File: config.mk
export PLATFORM = sky130hd
export DESIGN_NAME = uart_rx_ext
export DESIGN_NICKNAME = d
export VERILOG_FILES = /design/src/rtl/uart_pkg.sv /design/src/rtl/uart_rx_sampler.sv /design/src/rtl/uart_rx_ext.sv
export SDC_FILE = /design/constraint.sdc
export NUM_CORES = 1
export LEC_CHECK = 0
export CAP_MARGIN = 25
export CORE_MARGIN = 1.5
export CORE_UTILIZATION = 55
export DETAILED_ROUTE_END_ITERATION = 12
export GPL_TIMING_DRIVEN = 0
export PLACE_DENSITY = 0.75
export RECOVER_POWER = 100
export SYNTH_ARGS = -nofsm -noshare
export SYNTH_HDL_FRONTEND = slang
export SYNTH_SLANG_ARGS = --single-unit
File: constraint.sdc
create_clock -name clk -period 2.77 [get_ports clk]
set_clock_uncertainty 0.1 [all_clocks]
set_input_delay 0.554 -clock clk [delete_from_list [all_inputs] [get_ports clk]]
set_output_delay 0.554 -clock clk [all_outputs]
set_load 0.01 [all_outputs]
File: src/rtl/uart_pkg.sv
// Shared definitions for the extended UART receiver: parity encodings,
// receiver state encoding and bit-timing helper.
package uart_pkg;

    localparam int PAR_NONE = 0;
    localparam int PAR_ODD  = 1;
    localparam int PAR_EVEN = 2;

    typedef enum logic [2:0] {
        ST_IDLE,
        ST_START,
        ST_DATA,
        ST_PARITY,
        ST_STOP,
        ST_BRK_WAIT
    } rx_state_t;

    function automatic int cyc_per_bit(input int clk_freq, input int baud_rate);
        return clk_freq / baud_rate;
    endfunction

endpackage

File: src/rtl/uart_rx_sampler.sv
// Line synchroniser plus 3-sample majority voter around the bit centre.
// bit_val is meaningful on the cycle where cnt equals HALF+1.
module uart_rx_sampler #(
    parameter int CNT_W = 8,
    parameter int HALF  = 104
) (
    input  logic             clk,
    input  logic             rst_n,
    input  logic             rx,
    input  logic [CNT_W-1:0] cnt,
    output logic             rxs,
    output logic             bit_val
);

    localparam logic [CNT_W-1:0] CNT_S0 = CNT_W'(HALF - 1);
    localparam logic [CNT_W-1:0] CNT_S1 = CNT_W'(HALF);

    logic rx_meta;
    logic samp0;
    logic samp1;

    always_ff @(posedge clk) begin
        if (!rst_n) begin
            rx_meta <= 1'b1;
            rxs     <= 1'b1;
            samp0   <= 1'b1;
            samp1   <= 1'b1;
        end else begin
            rx_meta <= rx;
            rxs     <= rx_meta;
            if (cnt == CNT_S0)
                samp0 <= rxs;
            if (cnt == CNT_S1)
                samp1 <= rxs;
        end
    end

    // Third vote is the live synchronised line at cnt = HALF+1
    assign bit_val = (samp0 & samp1) | (samp0 & rxs) | (samp1 & rxs);

endmodule

File: src/rtl/uart_rx_ext.sv
// Parametrised UART receiver with parity/framing/overrun/break reporting
// and a valid/ready output holding register.
module uart_rx_ext
    import uart_pkg::*;
#(
    parameter int CLK_FREQ  = 24_000_000,
    parameter int BAUD_RATE = 115200,
    parameter int DATA_BITS = 8,
    parameter int PARITY    = 0,
    parameter int STOP_BITS = 1
) (
    input  logic                 clk,
    input  logic                 rst_n,
    input  logic                 rx,
    output logic [DATA_BITS-1:0] data_out,
    output logic                 data_valid,
    input  logic                 data_ready,
    output logic                 parity_err,
    output logic                 frame_err,
    output logic                 overrun,
    output logic                 break_det
);

    localparam int CYC_PER_BIT = cyc_per_bit(CLK_FREQ, BAUD_RATE);
    localparam int HALF        = CYC_PER_BIT / 2;
    localparam int CNT_W       = $clog2(CYC_PER_BIT);
    localparam int IDX_W       = $clog2(DATA_BITS + 1);

    localparam logic [CNT_W-1:0] CNT_MAX   = CNT_W'(CYC_PER_BIT - 1);
    localparam logic [CNT_W-1:0] CNT_DEC   = CNT_W'(HALF + 1);
    localparam logic [IDX_W-1:0] IDX_LAST  = IDX_W'(DATA_BITS - 1);
    localparam logic             STOP_LAST = 1'(STOP_BITS - 1);

    if (CYC_PER_BIT < 8) begin : g_bad_baud
        $error("uart_rx_ext: CLK_FREQ/BAUD_RATE must be at least 8");
    end
    if (DATA_BITS < 5 || DATA_BITS > 9) begin : g_bad_data_bits
        $error("uart_rx_ext: DATA_BITS must be 5..9");
    end
    if (PARITY < 0 || PARITY > 2) begin : g_bad_parity
        $error("uart_rx_ext: PARITY must be 0, 1 or 2");
    end
    if (STOP_BITS != 1 && STOP_BITS != 2) begin : g_bad_stop_bits
        $error("uart_rx_ext: STOP_BITS must be 1 or 2");
    end

    rx_state_t            state;
    logic [CNT_W-1:0]     cnt;
    logic [IDX_W-1:0]     bit_idx;
    logic                 stop_idx;
    logic [DATA_BITS-1:0] shreg;
    logic                 par_bit;
    logic                 ferr_acc;
    logic                 frame_done;
    logic [DATA_BITS-1:0] frame_data;
    logic                 frame_perr;
    logic                 frame_ferr;
    logic                 rxs;
    logic                 bit_val;
    logic                 decide;
    logic                 wrap;

    uart_rx_sampler #(
        .CNT_W (CNT_W),
        .HALF  (HALF)
    ) u_sampler (
        .clk     (clk),
        .rst_n   (rst_n),
        .rx      (rx),
        .cnt     (cnt),
        .rxs     (rxs),
        .bit_val (bit_val)
    );

    assign decide = (cnt == CNT_DEC);
    assign wrap   = (cnt == CNT_MAX);

    always_ff @(posedge clk) begin
        if (!rst_n) begin
            state      <= ST_IDLE;
            cnt        <= '0;
            bit_idx    <= '0;
            stop_idx   <= 1'b0;
            shreg      <= '0;
            par_bit    <= 1'b0;
            ferr_acc   <= 1'b0;
            frame_done <= 1'b0;
            frame_data <= '0;
            frame_perr <= 1'b0;
            frame_ferr <= 1'b0;
            break_det  <= 1'b0;
        end else begin
            frame_done <= 1'b0;
            break_det  <= 1'b0;
            if (state != ST_IDLE && state != ST_BRK_WAIT)
                cnt <= wrap ? '0 : cnt + CNT_W'(1);

            unique case (state)
                ST_IDLE: begin
                    cnt      <= '0;
                    bit_idx  <= '0;
                    stop_idx <= 1'b0;
                    ferr_acc <= 1'b0;
                    if (!rxs) begin
                        state <= ST_START;
                        cnt   <= CNT_W'(1);
                    end
                end
                ST_START: begin
                    if (decide && bit_val) begin
                        state <= ST_IDLE;
                        cnt   <= '0;
                    end else if (wrap) begin
                        state <= ST_DATA;
                    end
                end
                ST_DATA: begin
                    if (decide)
                        shreg <= {bit_val, shreg[DATA_BITS-1:1]};
                    if (wrap) begin
                        if (bit_idx == IDX_LAST)
                            state <= (PARITY != PAR_NONE) ? ST_PARITY : ST_STOP;
                        else
                            bit_idx <= bit_idx + IDX_W'(1);
                    end
                end
                ST_PARITY: begin
                    if (decide)
                        par_bit <= bit_val;
                    if (wrap)
                        state <= ST_STOP;
                end
                ST_STOP: begin
                    // Frame ends at the last stop decision, not the wrap, to regain resync margin
                    if (decide) begin
                        if (stop_idx == 1'b0 && !bit_val && shreg == '0 &&
                            (PARITY == PAR_NONE || !par_bit)) begin
                            break_det <= 1'b1;
                            state     <= ST_BRK_WAIT;
                            cnt       <= '0;
                        end else if (stop_idx == STOP_LAST) begin
                            frame_done <= 1'b1;
                            frame_data <= shreg;
                            frame_perr <= (PARITY != PAR_NONE) &&
                                          ((^shreg ^ par_bit) != (PARITY == PAR_ODD));
                            frame_ferr <= ferr_acc | ~bit_val;
                            state      <= ST_IDLE;
                            cnt        <= '0;
                        end else begin
                            ferr_acc <= ferr_acc | ~bit_val;
                        end
                    end else if (wrap) begin
                        stop_idx <= stop_idx + 1'b1;
                    end
                end
                ST_BRK_WAIT: begin
                    cnt <= '0;
                    if (rxs)
                        state <= ST_IDLE;
                end
                default: state <= ST_IDLE;
            endcase
        end
    end

    // A load in the same cycle as a handshake wins and keeps data_valid high
    always_ff @(posedge clk) begin
        if (!rst_n) begin
            data_out   <= '0;
            data_valid <= 1'b0;
            parity_err <= 1'b0;
            frame_err  <= 1'b0;
            overrun    <= 1'b0;
        end else begin
            overrun <= 1'b0;
            if (frame_done && (!data_valid || data_ready)) begin
                data_out   <= frame_data;
                parity_err <= frame_perr;
                frame_err  <= frame_ferr;
                data_valid <= 1'b1;
            end else begin
                if (frame_done)
                    overrun <= 1'b1;
                if (data_valid && data_ready)
                    data_valid <= 1'b0;
            end
        end
    end

endmodule

# Word-level counts from Yosys, hierarchy flattened

Cells that the tools add are included.

Add/subtract/negate cells: 3
Eq/ne operators: 24
Mux-type cells: 34
Bitwise logic cells: 12
Reduce and logical (&&, ||, !) cells: 24

Operators with widths:

| cell                                           | count |
|---|---|
| two-way mux 8 bit                              | 6 |
| one-hot mux 8 bit (4 select lines)             | 1 |
| two-way mux 3 bit                              | 10 |
| == test 8 x 7 -> 1 bit (second input constant) | 3 |
| != test 2 bit (second input constant)          | 10 |
| one-hot mux 3 bit (6 select lines)             | 1 |
| two-way mux 1 bit                              | 11 |
| != test 3 bit (second input constant)          | 3 |
| AND reduction 3 bit                            | 3 |
| adder 8 x 1 -> 8 bit (second input constant)   | 1 |
| == test 8 bit (second input constant)          | 1 |
| zero test 8 bit                                | 1 |
| two-way mux 4 bit                              | 2 |
| one-hot mux 4 bit (2 select lines)             | 1 |
| AND reduction 4 bit                            | 2 |
| AND reduction 8 bit                            | 1 |
| == test 3 x 2 -> 1 bit (second input constant) | 2 |
| == test 3 bit (second input constant)          | 2 |
| logical AND 1 bit                              | 6 |
| inverter 1 bit                                 | 6 |
| nonzero test 2 bit                             | 3 |
| adder 4 x 1 -> 4 bit (second input constant)   | 1 |
| == test 4 x 3 -> 1 bit (second input constant) | 1 |
| one-hot mux 1 bit (2 select lines)             | 2 |
| 12 further kinds                               | 17 |

Flip-flop bits (word level): 51
Output and inout bits: 13
Word-level logic and storage cells: 115

# Depth between registers and ports, before layout

Word-level depth: 9
Gate-level depth with buffers: 7
Depth with buffers taken out: 6

# Modules after synthesis

Synthesis repeated with hierarchy kept, for this count alone.

Cell total of the unflattened synthesis: 243
Area total of the unflattened synthesis: 2289.7 um^2

Modules (own cells, without submodules):

| module          | instances | cells an instance | area an instance (um^2) |
|---|---|---|---|
| uart_rx_ext     | 1         | 228               | 2125.8 |
| uart_rx_sampler | 1         | 15                | 163.9 |

# Worst setup path before layout

No wires, ideal clock.

Path type: reg-to-reg
Start: register state[0]
End: register frame_data[0]
Setup time: 0.128 ns
Data arrival time: 1.732 ns
Setup slack: 0.810 ns
Cell stages (with the launch flop): 8
Clock period less this slack: 1.960 ns
Path through: dfxtp_1 -> buf_6 -> or3b_4 -> buf_6 -> or4_4 -> buf_6 -> o21ai_1 -> a21oi_1

Word-level cells in the longest chain between the ends: 2

Ends and longest elaborated chain:

| item                          | line               | source |
|---|---|---|
| start, declared               | uart_rx_ext.sv:47  | `rx_state_t state;` |
| start signal, assigned        | uart_rx_ext.sv:122 | `state <= (PARITY != PAR_NONE) ? ST_PARITY : ST_STOP;` |
| == test 3 bit                 | uart_rx_ext.sv:98  | `unique case (state)` |
| AND reduction 4 bit (no line) | n/a                |  |
| end signal, assigned          | uart_rx_ext.sv:143 | `frame_data <= shreg;` |
| end, declared                 | uart_rx_ext.sv:55  | `logic [DATA_BITS-1:0] frame_data;` |

No other way between the ends.
A chain may end at the register's enable or synchronous reset.

# Worst setup path in the final report

Start: register cnt[0]
End: register shreg[0]

Word-level cells in the longest chain between the ends: 2

Ends and longest elaborated chain:

| item                          | line               | source |
|---|---|---|
| start, declared               | uart_rx_ext.sv:48  | `logic [CNT_W-1:0] cnt;` |
| start signal, assigned        | uart_rx_ext.sv:96  | `cnt <= wrap ? '0 : cnt + CNT_W'(1);` |
| == test 8 x 7 -> 1 bit        | uart_rx_ext.sv:75  | `assign decide = (cnt == CNT_DEC);` |
| AND reduction 2 bit (no line) | n/a                |  |
| end signal, assigned          | uart_rx_ext.sv:119 | `shreg <= {bit_val, shreg[DATA_BITS-1:1]};` |
| end, declared                 | uart_rx_ext.sv:51  | `logic [DATA_BITS-1:0] shreg;` |

No other way between the ends.

==> reports/metrics.csv <==
stage,metric,value,unit
place,Final HPWL DP,3510,µm
floorplanning,I/O pins,17,
hold_path,hold endpoint,u_sampler.rxs$_SDFF_PN1_,
final_layout,final cell count without fillers,333,
drt,total number of vias,1940,
hold_path,min-delay src,u_sampler.rx_meta$_SDFF_PN1_,
power,P_leak,1.06,nW
hold_path,Hold Crit Class,register to register,
final_layout,Finished Cell Area,2730,µm²
synthesis,Syn Inst Count,260,
floorplanning,die width,69.4,µm
grt,vias in the first global route,1741,
critical_path,Reg-to-Reg End,shreg[0]$_SDFFE_PN0P_,
sta,period utilization,88.9,%
sta,Slew @ Worst Pin,1120,ps
final_layout,Nets,290,
grt,largest net degree at the start of global routing,17,
synthesis,number of synthesized flops with an enable pin,0,
clock_tree,CTS Buf Count,5,
critical_path,crit path capture type,register,
place,DP Cell Count,325,
synthesis,"FFs w/ async S/R, synth",0,%
critical_path,CP Launch Type,register,
drt,DR WL/cell,14.8,µm
synthesis,ys flop type,dfxtp_1,
final_layout,ant diodes,0,
clock_tree,Hold Buf Count CTS,0,
grt,first-pass GRT wire length,8460,µm
critical_path,reg2reg start,cnt[0]$_SDFF_PN0_,
clock_tree,Root Driver,clkbuf_8,
outcome,outcome,"finished, final reports clean",
floorplanning,num rows,23,
grt,GRT Total Usage,21.6,%
clock_tree,H-tree depth,2,
flow_run,maxcap violations,0,
clock_tree,"CTS clk-pin slew, worst paths",90,ps
critical_path,R2R Setup Slk,310,ps
synthesis,Yosys cell types,54,
power,worst vdd ir,0.258,mV
sta,unrepaired setup endpoints after global routing,false,
drt,vias per cell,5.83,
critical_path,crit-path cells,ha_1 > nand3b_1 > nor4_2 > mux2i_1 > nor2_1,
critical_path,critical path class,register to register,
clock_tree,clk sinks,51,
final_layout,share of cells above drive strength 1,9.89,%
floorplanning,Starting Density,58.9,%
final_layout,Finished Core Util,66.4,%
sta,fin crit period,2460,ps
grt,initial antenna violation count,0,
drt,"wirelength, routed",4920,µm
sta,final setup TNS,0,ps
place,placer congestion estimate,0.938,
floorplanning,core box area,4120,µm²
clock_tree,TritonCTS clock tree,yes,
power,Tot Pwr,1.54,mW
clock_tree,worst skew pair latency,310,ps
hold_path,Worst Hold Depth,1,
place,IO buf count,15,
drt,initial drt markers,174,
grt,GRT overflow,0,
critical_path,reg2reg path depth,5,
critical_path,critical path's largest stage delay,960,ps
sta,final setup fails,0,
drt,DRC,0,
critical_path,worst path bufs/invs,0,
drt,post-route ant nets,0,
synthesis,Synth Cell Area,2420,µm²
synthesis,net count after synthesis,268,
synthesis,"Seq/Total Area, Yosys",42.1,%
clock_tree,Post-CTS Setup Inserts,0,
sta,Slew headroom,24.9,%
final_layout,Area Overhead vs Synth,12.8,%
critical_path,"delay-heaviest family, CP",simple AND/OR/NAND/NOR gates,
synthesis,Synth Register Bits,51,
place,area post-placement,2640,µm²
sta,Final Hold Fails,0,
floorplanning,Die Footprint,4810,µm²
drt,Pre-antenna DRT Iters,4,
power,P per Cell Area,565,nW/µm²
sta,max-slew violations,0,
critical_path,CP arrival,2550,ps
final_layout,# fillers,365,
critical_path,WP data required,2860,ps
critical_path,crit-path max FO,8,
clock_tree,Post-CTS Resized,0,
clock_tree,CTS Buffer Depth,2,
synthesis,Ys Warns,0,
critical_path,Crit-path slowest cell,nor4_2,
floorplanning,Die Y-Extent,69.4,µm
synthesis,"Avg Cell Area, Syn",9.32,µm²
sta,maximum clock rate,0.406,GHz
-- area by class of cell --
| cell class | instances | area [µm²] | area share (%) |
|---|---|---|---|
| buffer | 16 | 97.6 | 3.57 |
| clock buffer | 6 | 82.6 | 3.02 |
| clock inverter | 2 | 38.8 | 1.42 |
| inverter | 9 | 33.8 | 1.24 |
| multi-input combinational | 184 | 1240 | 45.6 |
| sequential | 51 | 1020 | 37.4 |
| tap | 50 | 62.6 | 2.29 |
| timing repair buffer | 15 | 150 | 5.50 |
-- worst register-to-register path, stage by stage, from the launching register on --
cell	delay, ps
dfxtp_1	450
ha_1	230
nand3b_1	210
nor4_2	960
mux2i_1	330
nor2_1	60
-- through the flow --
| step | setup WS, ps | hold WS, ps |
|---|---|---|
| final | 308 | 314 |
| after global routing | 149 | 361 |
| after CTS | 487 | 315 |
| after detailed placement | 425 | 294 |
| after global placement | 476 | 289 |
| after floorplan | 810 | 286 |
-- cells in the mapped netlist (6+ instances only) --
cell type	count	area [µm²]
nor2_1	29	109
clkbuf_1	7	26.3
o21ai_1	8	40.0
dfxtp_1	51	1020
mux2i_1	21	210
a21oi_1	16	80.1
nand2_1	9	33.8
inv_1	8	30.0
or4_1	6	45.0
nand3_1	7	35.0
nor3_1	11	55.1
xor2_1	7	61.3
-- cells by family after synthesis --
| kind of cell | after synthesis | synth area share [%] |
|---|---|---|
| AO/OA/AOI/OAI | 49 | 12.6 |
| adder cells (fa/ha/maj) | 5 | 2.53 |
| other | 1 | 0.155 |
| flip-flops | 51 | 42.1 |
| multiplexers | 21 | 8.68 |
| buffers and inverters | 25 | 5.73 |
| AND/OR/NAND/NOR | 101 | 25.6 |
| XOR/XNOR | 7 | 2.53 |
-- report_power, final --
group	switching (mW)	total [mW]	leakage (nW)	internal, mW
clock network	0.250	0.548	0.0618	0.297
registers	0.00995	0.756	0.411	0.746
logic	0.153	0.239	0.586	0.0862
total	0.413	1.54	1.06	1.13
-- routing by layer --
layer / wire (µm) / track usage [%]
met5: 0 / 0
met2: 2140 / 32.1
met3: 208 / 4.94
met1: 2520 / 31.6
met4: 51 / 5.66
-- how the worst max path moves through the flow --
stage | start | to | cells after the start | slack, ps
final | cnt[0]$_SDFF_PN0_ | shreg[0]$_SDFFE_PN0P_ | 5 | 310
after global routing | cnt[0]$_SDFF_PN0_ | shreg[0]$_SDFFE_PN0P_ | 5 | 150
after CTS | state[2]$_SDFFE_PN0P_ | cnt[3]$_SDFF_PN0_ | 5 | 490
after detailed placement | data_ready | data_out[6]$_SDFFE_PN0P_ | 6 | 430
after global placement | data_ready | data_out[3]$_SDFFE_PN0P_ | 6 | 480
after floorplan | state[0]$_SDFFE_PN0P_ | frame_data[0]$_SDFFE_PN0P_ | 7 | 810
-- registers in the layout, summed over array words and instances (netlist names), 3 cells and up --
| signal | cells |
|---|---|
| shreg | 8 |
| state | 3 |
| cnt | 8 |
| data_out | 8 |
| bit_idx | 4 |
| frame_data | 8 |
-- cell usage in the layout (no fill, tap or decap), types with 3 or more instances in the layout --
cell,n
or3_1,3
nand2_1,9
clkbuf_1,8
nor2_1,29
clkbuf_8,6
nand2b_1,5
o31ai_1,3
inv_1,8
xor2_1,7
o2111ai_1,4
buf_6,3
ha_1,4
nand4_1,3
nor3_1,11
a21oi_1,16
dlygate4sd3_1,14
or2_2,3
nand3_1,7
and3_1,4
dfxtp_1,51
or4_1,6
mux2i_1,21
o21ai_0,13
No activity file was read; power rests on OpenSTA's default activity.
